**src/rtl/spi_clkgen.sv**
```systemverilog
// SPI serial-clock generator: programmable half-period, CPOL/CPHA modes and
// N-bit burst framing with start/busy/done/abort handshake.
module spi_clkgen #(
   parameter int DIV_W  = 16,
   parameter int BITS_W = 6
) (
   input  logic              clk_i,
   input  logic              rst_i,
   input  logic              div_stb_i,
   input  logic [DIV_W-1:0]  div_i,
   input  logic              cpol_i,
   input  logic              cpha_i,
   input  logic [BITS_W-1:0] nb_bits_i,
   input  logic              start_i,
   input  logic              abort_i,
   output logic              sclk_o,
   output logic              sample_o,
   output logic              shift_o,
   output logic              busy_o,
   output logic              done_o
);

   typedef enum logic [1:0] {IDLE, RUN, TAIL} state_t;

   state_t            state, state_n;
   logic [DIV_W-1:0]  div_q, div_act, div_act_n;
   logic [DIV_W-1:0]  cnt, cnt_n;
   logic [BITS_W:0]   edge_cnt, edge_n, edge_inc;
   logic [BITS_W-1:0] nb_q, nb_n;
   logic              cpol_q, cpol_n, cpha_q, cpha_n;
   logic              sclk_n, sample_n, shift_n, busy_n, done_n;

   assign edge_inc = edge_cnt + 1'b1;

   always_comb begin
      state_n   = state;
      div_act_n = div_act;
      cnt_n     = cnt;
      edge_n    = edge_cnt;
      nb_n      = nb_q;
      cpol_n    = cpol_q;
      cpha_n    = cpha_q;
      sclk_n    = sclk_o;
      sample_n  = 1'b0;
      shift_n   = 1'b0;
      busy_n    = busy_o;
      done_n    = 1'b0;
      case (state)
         IDLE: begin
            sclk_n = cpol_i;
            // abort has priority over a coincident start
            if (start_i && !abort_i) begin
               div_act_n = div_q;
               cpol_n    = cpol_i;
               cpha_n    = cpha_i;
               nb_n      = nb_bits_i;
               cnt_n     = '0;
               edge_n    = '0;
               busy_n    = 1'b1;
               state_n   = (nb_bits_i == '0) ? TAIL : RUN;
            end
         end
         RUN: begin
            if (abort_i) begin
               state_n = IDLE;
               busy_n  = 1'b0;
               sclk_n  = cpol_q;
            end else if (cnt == div_act) begin
               cnt_n  = '0;
               sclk_n = ~sclk_o;
               edge_n = edge_inc;
               // odd edge count = leading edge
               if (edge_inc[0]) begin
                  sample_n = ~cpha_q;
                  shift_n  = cpha_q;
               end else begin
                  sample_n = cpha_q;
                  shift_n  = ~cpha_q;
               end
               if (edge_inc == {nb_q, 1'b0}) state_n = TAIL;
            end else begin
               cnt_n = cnt + 1'b1;
            end
         end
         TAIL: begin
            if (abort_i) begin
               state_n = IDLE;
               busy_n  = 1'b0;
               sclk_n  = cpol_q;
            end else if (cnt == div_act) begin
               cnt_n   = '0;
               state_n = IDLE;
               busy_n  = 1'b0;
               done_n  = 1'b1;
            end else begin
               cnt_n = cnt + 1'b1;
            end
         end
         default: state_n = IDLE;
      endcase
   end

   always_ff @(posedge clk_i or posedge rst_i) begin
      if (rst_i) begin
         state    <= IDLE;
         div_q    <= '0;
         div_act  <= '0;
         cnt      <= '0;
         edge_cnt <= '0;
         nb_q     <= '0;
         cpol_q   <= 1'b0;
         cpha_q   <= 1'b0;
         sclk_o   <= 1'b0;
         sample_o <= 1'b0;
         shift_o  <= 1'b0;
         busy_o   <= 1'b0;
         done_o   <= 1'b0;
      end else begin
         // the shadow register loads in any state; the active copy only at start
         if (div_stb_i) div_q <= div_i;
         state    <= state_n;
         div_act  <= div_act_n;
         cnt      <= cnt_n;
         edge_cnt <= edge_n;
         nb_q     <= nb_n;
         cpol_q   <= cpol_n;
         cpha_q   <= cpha_n;
         sclk_o   <= sclk_n;
         sample_o <= sample_n;
         shift_o  <= shift_n;
         busy_o   <= busy_n;
         done_o   <= done_n;
      end
   end

endmodule

```
**config.mk**
```make
export PLATFORM = sky130hd
export DESIGN_NAME = spi_clkgen
export DESIGN_NICKNAME = d
export VERILOG_FILES = /design/src/rtl/spi_clkgen.sv
export SDC_FILE = /design/constraint.sdc
export NUM_CORES = 1
export LEC_CHECK = 0
export CELL_PAD_IN_SITES_DETAIL_PLACEMENT = 1
export CELL_PAD_IN_SITES_GLOBAL_PLACEMENT = 1
export CORE_MARGIN = 2
export CORE_UTILIZATION = 32
export CTS_CLUSTER_SIZE = 25
export DETAILED_ROUTE_END_ITERATION = 10
export PLACE_DENSITY_LB_ADDON = 0.2
export RECOVER_POWER = 50
export SYNTH_ARGS = -nofsm -noshare
export SYNTH_HDL_FRONTEND = slang
export SYNTH_SLANG_ARGS = --single-unit
```
**constraint.sdc**
```tcl
create_clock -name clk_i -period 2.9 [get_ports clk_i]
set_input_delay 0.58 -clock clk_i [delete_from_list [all_inputs] [get_ports clk_i]]
set_output_delay 0.58 -clock clk_i [all_outputs]
set_load 0.05 [all_outputs]
```
==> report_table.html <==
<table>
<tr><th>Metric</th><th>Value</th></tr>
<tr><th colspan="2">Status</th></tr>
<tr><td>Run status</td><td>complete, no violations</td></tr>
<tr><th colspan="2">Drt</th></tr>
<tr><td>Post-detailed-route DRC marker count</td><td>0</td></tr>
<tr><td>Via density per instance</td><td>4.91</td></tr>
<tr><td>Via count of the routed design</td><td>2375</td></tr>
<tr><td>DR WL/cell</td><td>15.4 µm</td></tr>
<tr><td>ANT nets after route</td><td>0</td></tr>
<tr><td>Sum of routed wire length over all layers</td><td>7440 µm</td></tr>
<tr><td>DRT Pass-1 Iters</td><td>3</td></tr>
<tr><td>Number of DRC markers after the initial detailed-route iteration</td><td>71</td></tr>
<tr><th colspan="2">Floorplanning</th></tr>
<tr><td>Die X-Extent</td><td>107 µm</td></tr>
<tr><td>Overall die area</td><td>11500 µm²</td></tr>
<tr><td>Starting density of the core</td><td>0.330</td></tr>
<tr><td>Core ar.</td><td>10300 µm²</td></tr>
<tr><td>Floorplan row count</td><td>37</td></tr>
<tr><td>I/O pins</td><td>34</td></tr>
<tr><td>Die height</td><td>107 µm</td></tr>
<tr><th colspan="2">STA</th></tr>
<tr><td>Tightest slew margin relative to the limit</td><td>0.330</td></tr>
<tr><td>Number of failing setup endpoints in the final timing report</td><td>0</td></tr>
<tr><td>Max-slew violations</td><td>0</td></tr>
<tr><td>Upper clock frequency limit</td><td>409 MHz</td></tr>
<tr><td>Final setup skew</td><td>0.00986 ns</td></tr>
<tr><td>Transition at the pin with the smallest max-transition slack</td><td>1.00 ns</td></tr>
<tr><td>Fin. Hold Viols</td><td>0</td></tr>
<tr><td>Unrepaired setup endpoints after global routing</td><td>false</td></tr>
<tr><td>Time the worst path needs with I/O delays and setup</td><td>2.45 ns</td></tr>
<tr><td>Final setup TNS</td><td>0 ns</td></tr>
<tr><td>Fin crit share</td><td>0.844</td></tr>
<tr><td>Post-route worst hold slack</td><td>0.507 ns</td></tr>
<tr><th colspan="2">Finish</th></tr>
<tr><td>Final cell area excluding filler cells</td><td>4150 µm²</td></tr>
<tr><td>Ant diodes</td><td>0</td></tr>
<tr><td>Nets</td><td>378</td></tr>
<tr><td>Fill count</td><td>1132</td></tr>
<tr><td>Share of final-layout standard cells stronger than drive strength 1</td><td>0.193</td></tr>
<tr><td>Non-filler instance count after layout</td><td>484</td></tr>
<tr><td>Relative area change from synthesis to final layout</td><td>21.7%</td></tr>
<tr><th colspan="2">Clocking</th></tr>
<tr><td>CTS tree</td><td>yes</td></tr>
<tr><td>H-tree level count</td><td>3</td></tr>
<tr><td>Clk slew on worst S/H paths</td><td>0.08 ns</td></tr>
<tr><td>Clock latency on the worst-skew pair</td><td>0.35 ns</td></tr>
<tr><td>Root buffer cell</td><td>clkbuf_8</td></tr>
<tr><td>Post-CTS Setup Inserts</td><td>0</td></tr>
<tr><td>Num Clock Sinks</td><td>70</td></tr>
<tr><td>Clock tree buffer depth</td><td>2</td></tr>
<tr><td>Hold buffer count at CTS</td><td>0</td></tr>
<tr><td>Clock buffer count from CTS</td><td>9</td></tr>
<tr><td>Number of gates given a new drive strength after cts</td><td>0</td></tr>
<tr><th colspan="2">Power</th></tr>
<tr><td>Maximum resistive drop on vdd</td><td>0.296 mV</td></tr>
<tr><td>Total power of the final layout</td><td>3.42 mW</td></tr>
<tr><td>Leakage</td><td>1.74 nW</td></tr>
<tr><td>Cell area power density</td><td>824 nW/µm²</td></tr>
<tr><th colspan="2">Synth</th></tr>
<tr><td>Commonest cells post-synth</td><td>70 x dfrtp_1, 40 x mux2_2, 30 x xnor2_1</td></tr>
<tr><td>Number of nets in the synthesized netlist</td><td>334</td></tr>
<tr><td>Post-synthesis instance total</td><td>299</td></tr>
<tr><td>Largest cells by area after synthesis</td><td>dfrtp_1 51%, mux2_2 13%, xnor2_1 7.7%, nor2_1 2.8%, xor2_1 2.6%</td></tr>
<tr><td>Most common cell in the synthesized netlist</td><td>dfrtp_1</td></tr>
<tr><td>Synth Cell Area</td><td>3410 µm²</td></tr>
<tr><td>Post-synth top flop</td><td>dfrtp_1</td></tr>
<tr><td>Post-synthesis cell type with the largest combined area</td><td>dfrtp_1</td></tr>
<tr><td>Asr flop ratio synth</td><td>1.00</td></tr>
<tr><td>Average cell area after synthesis</td><td>11.4 µm²</td></tr>
<tr><td>Number of warning messages in the yosys log</td><td>0</td></tr>
<tr><td>Share of synthesized area occupied by flip-flops and latches</td><td>0.514</td></tr>
<tr><td>Distinct cell type count after synthesis</td><td>43</td></tr>
<tr><td>Post-synth EDFFs</td><td>0</td></tr>
<tr><td>Fraction of synthesized cell area taken by the top area cell type</td><td>0.514</td></tr>
<tr><td>Number of register bits inferred by synthesis</td><td>70</td></tr>
<tr><th colspan="2">Critical path</th></tr>
<tr><td>Most frequent cell on the critical path</td><td>inv_1</td></tr>
<tr><td>Cell with the biggest individual delay on the critical path</td><td>nor2_1</td></tr>
<tr><td>Startpoint type of the worst setup path</td><td>flip-flop</td></tr>
<tr><td>Critical path arrival</td><td>2.68 ns</td></tr>
<tr><td>Maximum net fanout on the critical path</td><td>8</td></tr>
<tr><td>Delay of the slowest critical-path stage</td><td>0.47 ns</td></tr>
<tr><td>Worst setup path class</td><td>flip-flop to flip-flop</td></tr>
<tr><td>Ordered list of cells on the worst path</td><td>inv_1 &gt; ha_1 &gt; inv_1 &gt; nor2_1 &gt; a21oi_2 &gt; or2_0 &gt; a221o_1</td></tr>
<tr><td>Launch point of the worst reg-to-reg path</td><td>state[1]</td></tr>
<tr><td>First element of the critical path</td><td>state[1]</td></tr>
<tr><td>Required time at the worst-slack endpoint</td><td>3.14 ns</td></tr>
<tr><td>Worst Setup End Kind</td><td>flip-flop</td></tr>
<tr><th colspan="2">Global routing</th></tr>
<tr><td>GRT Residual Overflow</td><td>0</td></tr>
<tr><td>All-layer global routing usage</td><td>0.145</td></tr>
<tr><td>Pin count of the biggest net entering global routing</td><td>34</td></tr>
<tr><td>Via count of the first global-routing pass</td><td>2583</td></tr>
<tr><td>Antenna violations before repair</td><td>0</td></tr>
<tr><td>Global-route wire length before repair</td><td>12800 µm</td></tr>
<tr><th colspan="2">Flow run</th></tr>
<tr><td>Maximum Capacitance Violations</td><td>0</td></tr>
<tr><th colspan="2">Placed design</th></tr>
<tr><td>Routability-driven placement congestion ratio</td><td>0.755</td></tr>
<tr><td>Dpl cell area</td><td>3950 µm²</td></tr>
<tr><td>Detailed-placement wirelength estimate</td><td>5450 µm</td></tr>
<tr><td>Placed instance count</td><td>468</td></tr>
<tr><td>Port Buffer Count</td><td>33</td></tr>
<tr><th colspan="2">Worst hold path</th></tr>
<tr><td>Worst hold start</td><td>div_q[6]</td></tr>
<tr><td>Path type of the worst min-delay path</td><td>flip-flop to flip-flop</td></tr>
</table>
-- power by group --
group / internal [mW] / switching, mW
Combinational: 0.547 / 0.579
Clock: 0.487 / 0.400
Sequential: 1.22 / 0.187
Total: 2.25 / 1.17
-- registers in the layout (all words and copies together) (netlist names) --
signal    flops
cnt          16
div_act      16
div_q        16
edge_cnt      7
nb_q          6
state         2
busy_o        1
cpha_q        1
cpol_q        1
done_o        1
sample_o      1
sclk_o        1
shift_o       1
-- routing by layer --
metal  global-route usage  vias to the layer above  wire (µm)
met3               0.0267                        9        157
li1                     -                     1134          -
met2                0.251                       20       3930
met4               0.0640                        0        115
met1                0.175                     1212       3230
met5                    0                        -          0
-- logic make-up after synthesis --
group	after synthesis	share of synthesized area
buffers and inverters	22	0.0253
flip-flops	70	0.514
XOR/XNOR	40	0.103
AND/OR/NAND/NOR	82	0.122
adder cells (fa/ha/maj)	6	0.0220
AO/OA/AOI/OAI	36	0.0737
multiplexers	43	0.141
-- worst max-delay path, delay by kind of cell, from the launching register on --
family | cells | cell delay (ns)
flip-flops | 1 | 0.42
AND/OR/NAND/NOR | 2 | 0.75
adder cells (fa/ha/maj) | 1 | 0.29
AO/OA/AOI/OAI | 2 | 0.56
buffers and inverters | 2 | 0.31
-- final timing paths --
kind | to | slack (ns) | cells past startpoint
max reg2reg | edge_cnt[0] | 0.45 | 7
min in group asynchronous | div_q[3] | 0.79 | 2
max | edge_cnt[0] | 0.45 | 7
min reg2reg | div_q[6] | 0.51 | 1
max in group asynchronous | cnt[8] | 0.74 | 3
min | div_q[6] | 0.51 | 1
-- layout make-up --
type                       instances  area, µm²  area share
clock buffer                       9        124      0.0298
timing repair buffer              41        380      0.0916
tap                              136        170      0.0410
multi-input combinational        207       1570       0.379
clock inverter                     7       98.8      0.0238
inverter                          14       52.6      0.0127
sequential                        70       1750       0.422
-- placed cells by master (no fill, tap or decap), types with 3 or more instances in the layout --
cell type | netlist | layout
a31oi_1 | 5 | 5
nand2_1 | 17 | 17
inv_1 | 13 | 13
nor2b_1 | 3 | 3
nand4_1 | 8 | 8
xor2_1 | 10 | 10
nor2_1 | 25 | 25
clkbuf_8 | 0 | 9
xnor2_1 | 30 | 30
nand3_1 | 8 | 8
clkdlybuf4s50_1 | 0 | 31
dfrtp_1 | 70 | 70
and3_1 | 6 | 6
mux2i_1 | 3 | 3
nor3_1 | 5 | 5
mux2_2 | 40 | 40
buf_4 | 0 | 5
o21ai_0 | 8 | 8
o31ai_1 | 8 | 8
a21oi_1 | 3 | 3
ha_1 | 6 | 6
clkinv_4 | 0 | 3
-- metrics by stage --
stage                     utilization  setup WS, ns
after floorplan                     -         0.552
after detailed placement        0.383         0.336
after CTS                       0.404         0.455
after global routing            0.402         0.292
final                           0.402         0.453
after global placement          0.383         0.404
Power figures use the tool's default switching activity.
